**config.mk**
```make
export PLATFORM = sky130hd
export DESIGN_NAME = pc_seq_unit
export DESIGN_NICKNAME = d
export VERILOG_FILES = /design/src/rtl/pc_seq_pkg.sv /design/src/rtl/pc_ras.sv /design/src/rtl/pc_seq_unit.sv
export SDC_FILE = /design/constraint.sdc
export NUM_CORES = 1
export LEC_CHECK = 0
export CAP_MARGIN = 20
export CORE_MARGIN = 2
export CORE_UTILIZATION = 45
export CTS_BUF_LIST = sky130_fd_sc_hd__clkbuf_8
export CTS_CLUSTER_SIZE = 8
export DETAILED_ROUTE_END_ITERATION = 8
export DONT_BUFFER_PORTS = 1
export GPL_ROUTABILITY_DRIVEN = 0
export HOLD_SLACK_MARGIN = 0.05
export REMOVE_ABC_BUFFERS = 1
export SETUP_SLACK_MARGIN = 0.5
export SYNTH_ARGS = -nofsm -noshare
export SYNTH_HDL_FRONTEND = slang
export SYNTH_SLANG_ARGS = --single-unit
```
**constraint.sdc**
```tcl
create_clock -name clk -period 8.8 [get_ports clk]
set_input_delay 1.32 -clock clk [delete_from_list [all_inputs] [get_ports clk]]
set_output_delay 1.32 -clock clk [all_outputs]
set_load 0.01 [all_outputs]
```
**src/rtl/pc_seq_pkg.sv**
```systemverilog
// -----------------------------------------------------------------------------
// pc_seq_pkg
// Shared definitions for the program-counter sequencing unit.
//   pc_sel_t         : next-PC source select encodings (6 and 7 are reserved
//                      and behave as sequential fetch).
//   PC_INC           : byte distance between consecutive instructions.
//   TRAP_VEC_DEFAULT : default redirect address for misaligned targets, used
//                      only when PC_SEQ_MISALIGN_TRAP_EN is defined.
// -----------------------------------------------------------------------------
package pc_seq_pkg;

  typedef enum logic [2:0] {
    SEL_SEQ  = 3'd0,
    SEL_JMP  = 3'd1,
    SEL_BR   = 3'd2,
    SEL_JR   = 3'd3,
    SEL_CALL = 3'd4,
    SEL_RET  = 3'd5
  } pc_sel_t;

  localparam int PC_INC = 4;

  localparam logic [31:0] TRAP_VEC_DEFAULT = 32'h0000_0080;

endpackage

```
**src/rtl/pc_ras.sv**
```systemverilog
// -----------------------------------------------------------------------------
// pc_ras
// Return-address stack organised as a circular buffer. tp_q points at the next
// free slot, so the top of stack is entry[tp_q-1]. When full, a push lands on
// the oldest entry (which is exactly where tp_q points) and sets the sticky
// overflow flag; the occupancy count saturates at DEPTH.
//
// Ports:
//   clk    in   clock, rising edge
//   reset  in   asynchronous active-high reset; clears entries, pointer, count
//   push   in   write wdata at tp and advance tp
//   pop    in   retreat tp (caller guarantees the stack is not empty)
//   wdata  in   value to push
//   top    out  entry[tp-1]
//   empty  out  count == 0 (registered)
//   full   out  count == DEPTH (registered)
//   ovf    out  sticky: a push overwrote a live entry
// -----------------------------------------------------------------------------
module pc_ras #(
  parameter int XLEN  = 32,
  parameter int DEPTH = 8
) (
  input  logic            clk,
  input  logic            reset,
  input  logic            push,
  input  logic            pop,
  input  logic [XLEN-1:0] wdata,
  output logic [XLEN-1:0] top,
  output logic            empty,
  output logic            full,
  output logic            ovf
);

  localparam int PW = $clog2(DEPTH);
  localparam int CW = PW + 1;

  logic [XLEN-1:0] entry_q [DEPTH];
  logic [PW-1:0]   tp_q, tp_d;
  logic [PW-1:0]   tp_m1;
  logic [CW-1:0]   count_q, count_d;
  logic            ovf_q, ovf_d;

  assign tp_m1 = tp_q - PW'(1);
  assign top   = entry_q[tp_m1];
  assign empty = (count_q == '0);
  assign full  = (count_q == CW'(DEPTH));
  assign ovf   = ovf_q;

  // One register per slot so every entry can be cleared on reset.
  for (genvar gi = 0; gi < DEPTH; gi++) begin : g_entry
    always_ff @(posedge clk or posedge reset) begin
      if (reset) begin
        entry_q[gi] <= '0;
      end else if (push && (tp_q == PW'(gi))) begin
        entry_q[gi] <= wdata;
      end
    end
  end

  always_comb begin
    tp_d    = tp_q;
    count_d = count_q;
    ovf_d   = ovf_q;
    if (push) begin
      tp_d = tp_q + PW'(1);
      if (full) begin
        ovf_d = 1'b1;
      end else begin
        count_d = count_q + CW'(1);
      end
    end else if (pop) begin
      tp_d    = tp_m1;
      count_d = count_q - CW'(1);
    end
  end

  always_ff @(posedge clk or posedge reset) begin
    if (reset) begin
      tp_q    <= '0;
      count_q <= '0;
      ovf_q   <= 1'b0;
    end else begin
      tp_q    <= tp_d;
      count_q <= count_d;
      ovf_q   <= ovf_d;
    end
  end

endmodule

```
**src/rtl/pc_seq_unit.sv**
```systemverilog
// -----------------------------------------------------------------------------
// pc_seq_unit
// Owns the architectural PC and chooses the next PC each cycle from sequential,
// absolute jump, PC-relative branch, register-indirect, call and return
// sources. Calls push pc+4 onto a return-address stack; returns pop it, or
// fall back to reg_target (and set ras_unf) when the stack is empty.
// Priority per rising edge: flush > stall > normal update. Target appears on
// pc one cycle after sel is sampled.
//
// Optional feature (macro PC_SEQ_MISALIGN_TRAP_EN): a normal update whose
// target is not word aligned loads TRAP_VEC instead, and the misalign output
// is high for the one cycle in which pc holds that trap vector. The stack
// side effect of the offending CALL/RET still happens.
//
// Ports:
//   clk, reset         clock and asynchronous active-high reset
//   stall              hold pc, stack and flags
//   flush, flush_pc    redirect; overrides stall and sel, stack untouched
//   sel                next-PC source (pc_sel_t encoding)
//   imm_j              absolute jump immediate (replaces low IMM_J_W bits)
//   imm_b, ext_op      branch byte offset; ext_op=1 sign-extends
//   reg_target         JR target, and RET fallback when the stack is empty
//   pc, pc_plus4       registered PC and its sequential successor
//   ras_empty/full     registered stack occupancy status
//   ras_ovf/unf        sticky overflow / underflow flags
//   misalign           (feature only) trap indication
// -----------------------------------------------------------------------------
module pc_seq_unit
  import pc_seq_pkg::*;
#(
  parameter int              XLEN      = 32,
  parameter int              IMM_J_W   = 26,
  parameter int              IMM_B_W   = 16,
  parameter int              RAS_DEPTH = 8,
  parameter logic [XLEN-1:0] RESET_PC  = '0
`ifdef PC_SEQ_MISALIGN_TRAP_EN
  ,
  parameter logic [XLEN-1:0] TRAP_VEC  = XLEN'(TRAP_VEC_DEFAULT)
`endif
) (
  input  logic               clk,
  input  logic               reset,
  input  logic               stall,
  input  logic               flush,
  input  logic [XLEN-1:0]    flush_pc,
  input  logic [2:0]         sel,
  input  logic [IMM_J_W-1:0] imm_j,
  input  logic [IMM_B_W-1:0] imm_b,
  input  logic               ext_op,
  input  logic [XLEN-1:0]    reg_target,
  output logic [XLEN-1:0]    pc,
  output logic [XLEN-1:0]    pc_plus4,
  output logic               ras_empty,
  output logic               ras_full,
  output logic               ras_ovf,
  output logic               ras_unf
`ifdef PC_SEQ_MISALIGN_TRAP_EN
  ,
  output logic               misalign
`endif
);

  logic [XLEN-1:0] pc_q, pc_d;
  logic [XLEN-1:0] target;
  logic [XLEN-1:0] jmp_target;
  logic [XLEN-1:0] imm_b_ext;
  logic [XLEN-1:0] ras_top;
  logic            advance;
  logic            ras_push, ras_pop;
  logic            ret_unf;
  logic            unf_q, unf_d;

  assign pc       = pc_q;
  assign pc_plus4 = pc_q + XLEN'(PC_INC);
  assign ras_unf  = unf_q;

  // Only an unflushed, unstalled cycle may touch the stack or the flags.
  assign advance = !flush && !stall;

  assign jmp_target = {pc_q[XLEN-1:IMM_J_W], imm_j};
  assign imm_b_ext  = ext_op ? {{(XLEN-IMM_B_W){imm_b[IMM_B_W-1]}}, imm_b}
                             : {{(XLEN-IMM_B_W){1'b0}}, imm_b};

  always_comb begin
    target   = pc_plus4;
    ras_push = 1'b0;
    ras_pop  = 1'b0;
    ret_unf  = 1'b0;
    case (sel)
      SEL_JMP: target = jmp_target;
      SEL_BR:  target = pc_plus4 + imm_b_ext;
      SEL_JR:  target = reg_target;
      SEL_CALL: begin
        target   = jmp_target;
        ras_push = advance;
      end
      SEL_RET: begin
        if (!ras_empty) begin
          target  = ras_top;
          ras_pop = advance;
        end else begin
          target  = reg_target;
          ret_unf = advance;
        end
      end
      default: target = pc_plus4;  // SEQ and reserved codes
    endcase
  end

  assign unf_d = unf_q | ret_unf;

`ifdef PC_SEQ_MISALIGN_TRAP_EN
  logic mis_q, mis_d;

  assign misalign = mis_q;

  always_comb begin
    mis_d = 1'b0;
    if (flush) begin
      pc_d = flush_pc;
    end else if (stall) begin
      pc_d = pc_q;
    end else if (target[1:0] != 2'b00) begin
      pc_d  = TRAP_VEC;
      mis_d = 1'b1;
    end else begin
      pc_d = target;
    end
  end

  always_ff @(posedge clk or posedge reset) begin
    if (reset) begin
      mis_q <= 1'b0;
    end else begin
      mis_q <= mis_d;
    end
  end
`else
  always_comb begin
    if (flush) begin
      pc_d = flush_pc;
    end else if (stall) begin
      pc_d = pc_q;
    end else begin
      pc_d = target;
    end
  end
`endif

  always_ff @(posedge clk or posedge reset) begin
    if (reset) begin
      pc_q  <= RESET_PC;
      unf_q <= 1'b0;
    end else begin
      pc_q  <= pc_d;
      unf_q <= unf_d;
    end
  end

  pc_ras #(
    .XLEN  (XLEN),
    .DEPTH (RAS_DEPTH)
  ) u_ras (
    .clk   (clk),
    .reset (reset),
    .push  (ras_push),
    .pop   (ras_pop),
    .wdata (pc_plus4),
    .top   (ras_top),
    .empty (ras_empty),
    .full  (ras_full),
    .ovf   (ras_ovf)
  );

endmodule

```
* Word-level counts from Yosys, hierarchy flattened
Index checks and enable logic that the tools add are counted.
** Storage, ports and cells
- Flip-flop bits (word level) :: 297
- Output and inout port bits :: 68
** Cells by class
- $add $sub $neg :: 6
- Magnitude comparators :: 1
- Eq/ne operators :: 16
- Mux-type cells :: 18
- Bitwise operators :: 2
- Reductions and logical operators :: 18
** Operator list (number)
- $mux 32 :: 6
- $pmux 32 s4 :: 1
- $bmux 32 s3 :: 1
- $add 32x3->32 const B :: 1
- $add 32x32->32 :: 1
- $eq 3x3->1 const B :: 6
- $eq 3x2->1 const B :: 4
- $mux 4 :: 3
- $logic_and 1x1->1 :: 9
- $eq 3x1->1 const B :: 2
- $mux 3 :: 2
- $reduce_and 2->1 :: 3
- $mux 1 :: 5
- $add 4x1->4 const B :: 1
- $eq 4x4->1 const B :: 1
- $ge 4x4->1 const B :: 1
- $logic_not 4->1 :: 1
- $ne 2x1->1 const B :: 2
- $not 3->4 :: 1
- $sub 4x1->4 const B :: 1
- $add 3x1->3 const B :: 1
- $logic_not 3->1 :: 1
- $sub 3x1->3 const B :: 1
- $logic_not 1->1 :: 2
- other kinds (4) :: 4

* Longest topological paths before layout
Gate-level depths: netlist (run 1).
- Depth after elaboration :: 9
- Gate-level depth with buffers :: 18
- Gate-level depth less buffers :: 17

* Hierarchy
A second synthesis (run 1) with hierarchy kept.
** Second synthesis, totals
- Cells, all modules :: 1470
- Area, all modules :: 17410.4 um^2
** Modules (own cells, without submodules)
- pc_ras :: times used 1, cells each 711, area each 11926.4 um^2
- pc_seq_unit :: times used 1, cells each 759, area each 5484.0 um^2

* Worst setup path before layout (run 1)
No wires, ideal clock.
- Path type :: register to register
- Start point :: reg u_ras.tp_q[0]
- End point :: reg pc_q[30] (netlist: pc[30])
- Library setup time :: 0.130 ns
- Arrival :: 4.510 ns
- Path slack :: 4.159 ns
- Cell stages (with the launch flop) :: 15
- Cell sequence :: dfrtp_1 buf_2 buf_1 clkbuf_1 inv_1 ha_1 buf_1 clkbuf_1 buf_1 clkbuf_1 mux4_2 mux2i_1 o211ai_1 a22oi_1 nand3_1
** Between the ends
- Cells in the longest elaborated chain, start to end :: 9
** Ends and longest elaborated chain
- start: declaration :: line pc_ras.sv:38 : logic [PW-1:0] tp_q, tp_d;
- start signal: assignment :: line pc_ras.sv:83 : tp_q <= tp_d;
- $sub 3x1->3 :: line pc_ras.sv:43 : assign tp_m1 = tp_q - PW'(1);
- $not 3->4 (implied by the code) :: line pc_ras.sv:44 : assign top = entry_q[tp_m1];
- $bmux 32 s3 :: line pc_ras.sv:44
- $mux 32 (implied by the code) (2 in series) :: line pc_ras.sv:44
- $mux 32 :: line pc_seq_unit.sv:98 : if (!ras_empty) begin
- $pmux 32 s4 :: line pc_seq_unit.sv:89 : case (sel)
- $mux 32 :: line pc_seq_unit.sv:142 : end else if (stall) begin
- $mux 32 :: line pc_seq_unit.sv:140 : if (flush) begin
- end signal: assignment :: line pc_seq_unit.sv:155 : pc_q <= pc_d;
- end: declaration :: line pc_seq_unit.sv:63 : logic [XLEN-1:0] pc_q, pc_d;
No other way between the ends. The select of a mux whose other input is x is not followed.
A chain may end at the register's enable or synchronous reset.

* Worst setup path after layout (run 1)
- Start point :: reg pc_q[2] (netlist: pc[2])
- End point :: reg pc_q[29] (netlist: pc[29])
** Between the ends
- Cells in the longest elaborated chain, start to end :: 5
** Ends and longest elaborated chain
- $add 32x3->32 :: line pc_seq_unit.sv:74 : assign pc_plus4 = pc_q + XLEN'(PC_INC);
- net pc_plus4[10] :: line pc_seq_unit.sv:52 : output logic [XLEN-1:0] pc_plus4,
- $add 32x32->32 :: line pc_seq_unit.sv:91 : SEL_BR: target = pc_plus4 + imm_b_ext;
- $pmux 32 s4 :: line pc_seq_unit.sv:89
- $mux 32 :: line pc_seq_unit.sv:142
- $mux 32 :: line pc_seq_unit.sv:140
The timed path passes the listed nets, and every way through them passes these cells. The select of a mux whose other input is x is not followed.

==> results summary, run 1 <==
The biggest area contributor in the post-synthesis netlist is sky130_fd_sc_hd__dfrtp_1. The average routed wire per standard cell came out at 24.4 um. The wire length of the first global-routing pass came out at 86600 um. Of the total synthesized cell area, the portion taken by XOR and XNOR cells is 3.29%. The area of the die is 39700 um^2. The reg2reg setup slack came out at 3.17 ns.

The run finished with clean final reports. The placed wire-length estimate after detailed placement came out at 37200 um. The height of the chip is 199 um.

The routed wire length is about 57000 um. The fraction of the mapped netlist area in simple logic gates is 13.5%. The number of buffers inserted during clock tree synthesis came out at 53. The critical path is of the reg2reg type. The count of final hold-check violations was 0. The number of antenna violations at the first check in global routing was 0. The cell leakage power is 8.12 nW. The final sum of negative setup slack is 0 ns. The maximum number of pins on one net before global-route repair came out at 160. The fraction of the mapped netlist area in compound gates is 19.8%. The arrival time at the worst endpoint came out at 6.15 ns. Across the VDD grid, the largest voltage drop is 0.152 mV.

In this run the core area contains 71 standard-cell rows. The power density of the placed cells came out at 270 nW/um^2. The insertion delay of the later-clocked pin in the worst-skew pair came out at 0.63 ns. The starting density of the core came out at 45.7%. The number of enable-type register cells in the synthesized netlist is 0.

The H-tree depth reported by CTS came out at 2. The gate count of the mapped netlist is roughly 1800. For the pin with the worst max-slew slack, the measured transition is 1.05 ns.

The final layout net count is 1946. STA classifies the critical path startpoint as a flip-flop. In the global route stage, met3 resource usage came out at 8.88%. After the first detailed-routing iteration, the DRC count stood at approximately 1200. Setup repair after global routing left no endpoint under its margin. Of the cells placed in the final design, the portion with a size suffix greater than 1 is 12.4%.

The count of synthesis-stage warnings from yosys came out at 0. The worst path needs 5.63 ns of the cycle, external delays included. In the global route stage, met1 resource usage came out at 38.7%. Yosys instantiated no cell more often than sky130_fd_sc_hd__nand2_1. The share of synthesized area spent on multiplexers came out at 12.4%. The total overflow reported by the global router is 0. The number of slew-limit violations in the final report is 0. The number of global-route vias before repair came to 14172. The number of setup buffers added after CTS is 0. The tree is rooted in a sky130_fd_sc_hd__clkbuf_8. The proportion of synthesized flip-flops having asynchronous set or reset is 100%. TritonCTS built the clock tree. The portion of the post-synthesis area used by sequential elements came out at between 40 and 50%. The number of cells traversed by the worst hold path is 2.

In this run, synthesis produced a sequential element count of 297. The CTS clock-pin slew for the worst setup and hold paths is 0.07 ns. The sink count of the clock tree is 297. STA classifies the critical path endpoint as a flip-flop. The cell area after placement came out at approximately 18000 um^2. The worst hold path terminates at u_ras.entry_q[216]$_DFFE_PP0P_. The clock tree skew after final layout came out at 0.0207 ns. After detailed placement, the design holds a cell count of 2247. In the post-synthesis netlist, the biggest area contributors are sky130_fd_sc_hd__dfrtp_1, sky130_fd_sc_hd__o21ai_0, sky130_fd_sc_hd__mux4_2, sky130_fd_sc_hd__nand2_1, sky130_fd_sc_hd__a21oi_1. The prevailing post-synth register cell is sky130_fd_sc_hd__dfrtp_1.

The total DRC errors in the routed layout came out at 0. Before antenna repair, the detailed router went through 5 iterations. The I/O pin count came out at 182. The max-capacitance violation count came out at 0. Summed over its instances, the top area cell type makes up 43.3% of the synthesized netlist area. The count of placed standard cells in the final layout, fillers left out came out at 2343. The detailed router placed 14277 vias in this run. After synthesis, the most frequently instantiated cells are sky130_fd_sc_hd__nand2_1, sky130_fd_sc_hd__dfrtp_1, sky130_fd_sc_hd__o21ai_0. The kind of path behind the tightest hold check is reg2reg. After synthesis, the largest family of logic cells by area is compound AO/OA/AOI/OAI gates. The layer with the highest usage is met2. The ratio of final minimum period to clock period is between 60% and 70%. The post-synthesis cell type count is 75. The worst-path maximum fanout came out at 16. The area growth from synthesis to layout is 8.79%.

The fmax came out at 0.178 GHz. The maximum clock insertion buffer count is 3. Global routing consumed, on the met2 layer, 44.6% of the routing resources. The hold-fix buffer count after cts came out at 0. The share of the core filled with cells came out at 49.7%. After synthesis, the mean cell area works out to 9.28 um^2. Post-CTS repair changed the size of 0 cells. The number of nets with antenna violations after routing came out at 0. Summing internal, switching and leakage power gives 0.00505 W. The worst path required time is roughly 9.3 ns. The global-route total usage across every layer came out at 29.3%. The adder-cell area share of the yosys netlist came out at 3.24%.

The antenna cell count came out at 0. The start of the worst register-to-register path is pc[2]$_DFFE_PP0P_. The final-report setup violation count is 0. The width of the die is 199 um. In the routed layout, each cell is associated on average with a via count of just over 6.

The post-route cell area is 18700 um^2. After floorplanning, the core was sized to cover 37600 um^2. The worst hold path begins at u_ras.entry_q[216]$_DFFE_PP0P_. The end of the worst register-to-register path is pc[29]$_DFFE_PP0P_. Buffers placed on the I/O ports in this run total 0. The cell area after synthesis came out at 17200 um^2. The worst-case headroom to the max-slew limit is 29.5%. The depth of the worst register-to-register path is 17.
-- metal layers --
layer  vias up  share of wire [%]
met3       134                 11
met1      6965                 40
met4         0                4.1
li1       6513                  -
met2       665                 44
met5         -                  0
-- sequential cells by signal, indices dropped and copies added (netlist names) --
signal / count
ras_unf: 1
u_ras.ovf: 1
pc: 32
u_ras.tp_q: 3
u_ras.entry_q: 256
u_ras.count_q: 4
-- worst max-delay path by stage --
| stage | from | to | slack [ns] |
|---|---|---|---|
| after floorplan | reset | pc[0]$_DFFE_PP0P_ | -0.72 |
| after global placement | pc[2]$_DFFE_PP0P_ | pc[29]$_DFFE_PP0P_ | 3.38 |
| after detailed placement | pc[2]$_DFFE_PP0P_ | pc[31]$_DFFE_PP0P_ | 3.26 |
| after CTS | pc[2]$_DFFE_PP0P_ | pc[29]$_DFFE_PP0P_ | 3.24 |
| after global routing | pc[2]$_DFFE_PP0P_ | pc[31]$_DFFE_PP0P_ | 2.77 |
| final | pc[2]$_DFFE_PP0P_ | pc[29]$_DFFE_PP0P_ | 3.17 |
-- area by class of cell --
type                            instances  area, um^2
Timing Repair Buffer                   22         178
Multi-Input combinational cell       1355        9050
Clock buffer                           70         963
Sequential cell                       297        7440
Fill cell                            3526       18900
Tap cell                              511         639
Clock inverter                         25         160
Inverter                               63         244
-- metrics by stage --
step | setup WS (ns) | hold WS (ns)
floorplan | -0.724 | 0.445
global placement | 3.38 | 0.456
detailed placement | 3.26 | 0.464
CTS | 3.24 | 0.478
global route | 2.77 | 0.495
finish | 3.17 | 0.476
-- cell usage in the layout (no fill, tap or decap), types with 26 or more instances in the layout --
cell type	instances
sky130_fd_sc_hd__mux4_2	64
sky130_fd_sc_hd__mux2i_1	39
sky130_fd_sc_hd__nand2_1	324
sky130_fd_sc_hd__mux2_2	26
sky130_fd_sc_hd__inv_1	70
sky130_fd_sc_hd__a211oi_1	48
sky130_fd_sc_hd__a21oi_1	106
sky130_fd_sc_hd__clkbuf_8	70
sky130_fd_sc_hd__xnor2_1	41
sky130_fd_sc_hd__o21ai_0	289
sky130_fd_sc_hd__nor2_1	108
sky130_fd_sc_hd__dfrtp_1	296
sky130_fd_sc_hd__ha_1	37
-- worst max-delay path: stages (launching register included) --
cell and delay (ns):
sky130_fd_sc_hd__dfrtp_1 0.71, sky130_fd_sc_hd__ha_1 0.32, sky130_fd_sc_hd__nand3_2 0.16, sky130_fd_sc_hd__nor2_1 0.36, sky130_fd_sc_hd__nand2_1 0.12, sky130_fd_sc_hd__xor2_1 0.60
sky130_fd_sc_hd__inv_1 0.33, sky130_fd_sc_hd__ha_1 0.41, sky130_fd_sc_hd__a21oi_1 0.16, sky130_fd_sc_hd__o21ai_0 0.12, sky130_fd_sc_hd__a21o_1 0.19, sky130_fd_sc_hd__a211o_1 0.38
sky130_fd_sc_hd__a211oi_1 0.72, sky130_fd_sc_hd__a2111oi_4 0.12, sky130_fd_sc_hd__or2_1 0.32, sky130_fd_sc_hd__a31oi_1 0.24, sky130_fd_sc_hd__xor2_1 0.17, sky130_fd_sc_hd__o21ai_1 0.09
-- logic make-up (layout without fill, tap and decap cells) --
kind of cell	after synthesis	count (layout)
buffers and inverters	197	180
adders and majority gates	44	44
AOI/OAI and AO/OA	577	577
muxes	129	129
xor gates and xnor gates	62	62
DFF	297	297
and+or+nand+nor	543	543
-- power by group --
part / internal [W] / leakage, nW / switching [W]
clock: 0.000766 / 0.638 / 0.000611
combinational: 0.000752 / 3.49 / 0.000949
sequential: 0.00170 / 3.99 / 0.000271
No activity file was read; power rests on OpenSTA's default activity.
==> inputs of run 2 (changes only) <==
Clock period 8.8 ns to 5.2 ns, I/O delays scaled along.
==> run 2 against run 1 <==
Net effect:
- power grew 71%
- design area rose by 1.8%
- fmax increased by 26%
- count of clock-buffer cells in the layout shrank 1
- clock skew rose by 0.010 ns
- core utilization up 0.88 points
- hold slack got worse by 0.35 ns
- cell count up 1.5%
==> results summary, run 2 (same netlist as run 1, synthesis figures left out) <==
The maximum clock insertion buffer count is 3. The top register by number of flip-flops is u_ras.entry_q. The first-pass iteration count of the detailed router is 5. STA puts the critical path data arrival time at 4.97 ns. Setup violations remaining at the end of the flow were counted as 0. The sequential share of power came out at 38.7%. During I/O placement, the number of pins put on the boundary was 182.

The total DRC errors in the routed layout came out at 0. The power density of the placed cells came out at 453 nW/um^2. The startpoint type of the worst setup path is a flip-flop.

The placed wire-length estimate after detailed placement came out at 38100 um. After clock tree synthesis, the clock-pin slew on the worst setup and hold paths is 0.07 ns. The number of standard-cell rows in the floorplan is 71. The tool flagged a number of max-cap violations equal to 0.

The number of flip-flops in the largest register is 256. The cell leakage power is 8.33 nW. Setup repair after global routing left no endpoint under its margin. The maximum number of pins on one net before global-route repair came out at 141. The width of the die is 199 um. The average routed wire per standard cell came out at 24.0 um. The depth of the worst register-to-register path is 15. In this run the remaining antenna-violating nets after routing total 0.

The start of the worst register-to-register path is pc[12]$_DFFE_PP0P_. The count of final hold-check violations is 0. The cell-internal power is 0.00549 W. The clock tree skew after final layout came out at approximately 0.031 ns. The worst path required time is 5.69 ns. The area of the die came out at a little under 40000 um^2.

The starting density of the core is a little under half. For this design, the sink count on the clock tree is 297. The fraction of power spent switching nets came out at 36.3%. For this design the total switching power over the nets is around 0.0031 W. The global-route total usage across every layer is 29.4%. Based on the critical path, the design can be clocked at up to approximately 0.22 GHz. The clock period could shrink to roughly 4.5 ns. The quantity of I/O buffers inserted on ports is 0.

The number of buffers inserted during clock tree synthesis is 53. The fraction of power consumed by the clock network came out at ~27%. The area of the core is 37600 um^2.

The worst-path maximum fanout is 10. From synthesis to final layout, the design area changed by 10.7%. The endpoint class of the critical path is a flip-flop. Clock tree synthesis selected as its root buffer the cell sky130_fd_sc_hd__clkbuf_8. The end of the worst register-to-register path is pc[29]$_DFFE_PP0P_.

The ratio of final minimum period to clock period came out at a little under nine tenths. The flow ran to the end, and the final reports show no timing, DRC or antenna violations. The antenna cell count is 0. In the final layout, the share of cells above drive strength 1 is 14.7%.

For this block, the initial DRC count from the detailed router was 1049. The count of cells in the finished layout, fillers not included, comes to approximately 2400. Summing over every cut layer, the via total after detailed routing is 14358. The share of power burned in combinational logic is between 30% and 40%.

The critical path start-end classification is reg2reg. The worst register-to-register path has a setup slack of 0.73 ns. The H-tree depth reported by CTS is 2. The library cell used most frequently in the layout, excluding fill and tap cells, is sky130_fd_sc_hd__nand2_1. The number of global-route vias before repair was 14188. The transition at the pin with the smallest max-transition slack is 0.946 ns. The worst supply voltage drop on vdd came out at 0.262 mV. Across all hold checks on the routed design, the worst slack comes to 0.127 ns. The tightest min-delay check is of the in2async type.

The total overflow reported by the global router is 0. The first global-routing pass estimated 86700 um of wire. The number of cells after detailed placement is 2280. The number of antenna violations at the first check in global routing is 0. The top cell types in the final layout, fill and taps aside, are sky130_fd_sc_hd__nand2_1, sky130_fd_sc_hd__dfrtp_1, sky130_fd_sc_hd__o21ai_0. Headroom to the max-slew limit came out at 36.0%. The routed design has 57100 um of wire.

The post-detailed-route via-to-cell ratio came out at 6.04. The number of slew-limit violations in the final report came out at 0. The height of the chip is 199 um. The final layout net count is 1979. TritonCTS built the clock tree. The insertion delay of the later-clocked pin in the worst-skew pair is 0.64 ns.
[run 2: timing repair]
item / CTS / global route
setup buffers: 0 / 1
endpoints found under the hold margin: 0 / 0
endpoints found under the setup margin: 3 / 9
pin swaps: 0 / 1
hold buffers: 0 / 0
resized for setup: 2 / 13
[run 2: worst max-delay path, stage by stage, from the launching register on]
cell and delay [ns]:
sky130_fd_sc_hd__dfrtp_1 0.57, sky130_fd_sc_hd__nand4_2 0.30, sky130_fd_sc_hd__or4_4 0.60, sky130_fd_sc_hd__nor3_4 0.37, sky130_fd_sc_hd__nand2_1 0.14, sky130_fd_sc_hd__nor2_1 0.17, sky130_fd_sc_hd__xnor2_1 0.38, sky130_fd_sc_hd__inv_1 0.26
sky130_fd_sc_hd__ha_1 0.41, sky130_fd_sc_hd__inv_1 0.23, sky130_fd_sc_hd__o211ai_1 0.14, sky130_fd_sc_hd__a31oi_1 0.19, sky130_fd_sc_hd__o41ai_1 0.10, sky130_fd_sc_hd__a31oi_1 0.19, sky130_fd_sc_hd__xor2_1 0.17, sky130_fd_sc_hd__o21ai_1 0.09
[run 2: worst max-delay path by stage]
stage	depth (start not counted)	slack, ns	end	startpoint
after floorplan	1	-3.78	pc[0]$_DFFE_PP0P_	reset
after global placement	14	0.49	pc[29]$_DFFE_PP0P_	pc[2]$_DFFE_PP0P_
after detailed placement	14	0.46	pc[29]$_DFFE_PP0P_	pc[2]$_DFFE_PP0P_
after CTS	16	0.60	pc[28]$_DFFE_PP0P_	pc[6]$_DFFE_PP0P_
after global routing	16	0.49	pc[31]$_DFFE_PP0P_	pc[12]$_DFFE_PP0P_
final	15	0.73	pc[29]$_DFFE_PP0P_	pc[12]$_DFFE_PP0P_
[run 2: stage by stage]
stage          total power [W]  TNS [ns]  area (um^2)  utilization [%]  worst slack (ns)
2_1_floorplan          0.00543  -1160.03        16600                -             -3.78
3_3_place_gp           0.00624         0        17800             47.4             0.493
3_5_place_dp           0.00632         0        17800             47.4             0.460
4_1_cts                0.00864         0        18900             50.4             0.596
5_1_grt                0.00910         0        19000             50.6             0.495
6_report               0.00861         0        19000             50.6             0.725
[run 2: routing by layer]
| layer | vias to the layer above | global-route usage (%) | wire [um] |
|---|---|---|---|
| met3 | 136 | 7.83 | 5560 |
| met5 | - | 0 | 0 |
| met1 | 7027 | 39.4 | 23700 |
| li1 | 6574 | - | - |
| met4 | 0 | 12.9 | 2440 |
| met2 | 621 | 44.8 | 25400 |
[run 2: area by class of cell]
cell class                      instances  area (um^2)
Fill cell                            3501        18600
Sequential cell                       297         7440
Timing Repair Buffer                   55          438
Clock inverter                         27          168
Multi-Input combinational cell       1355         9120
Inverter                               63          244
Tap cell                              511          639
Clock buffer                           69          950
[run 2: power groups by stage]
stage	Clock, W	Combinational (W)	Sequential, W
3_5_place_dp	0	0.00296	0.00336
2_1_floorplan	0	0.00215	0.00328
5_1_grt	0.00245	0.00324	0.00341
3_3_place_gp	0	0.00291	0.00333
4_1_cts	0.00235	0.00296	0.00332
6_report	0.00231	0.00297	0.00333
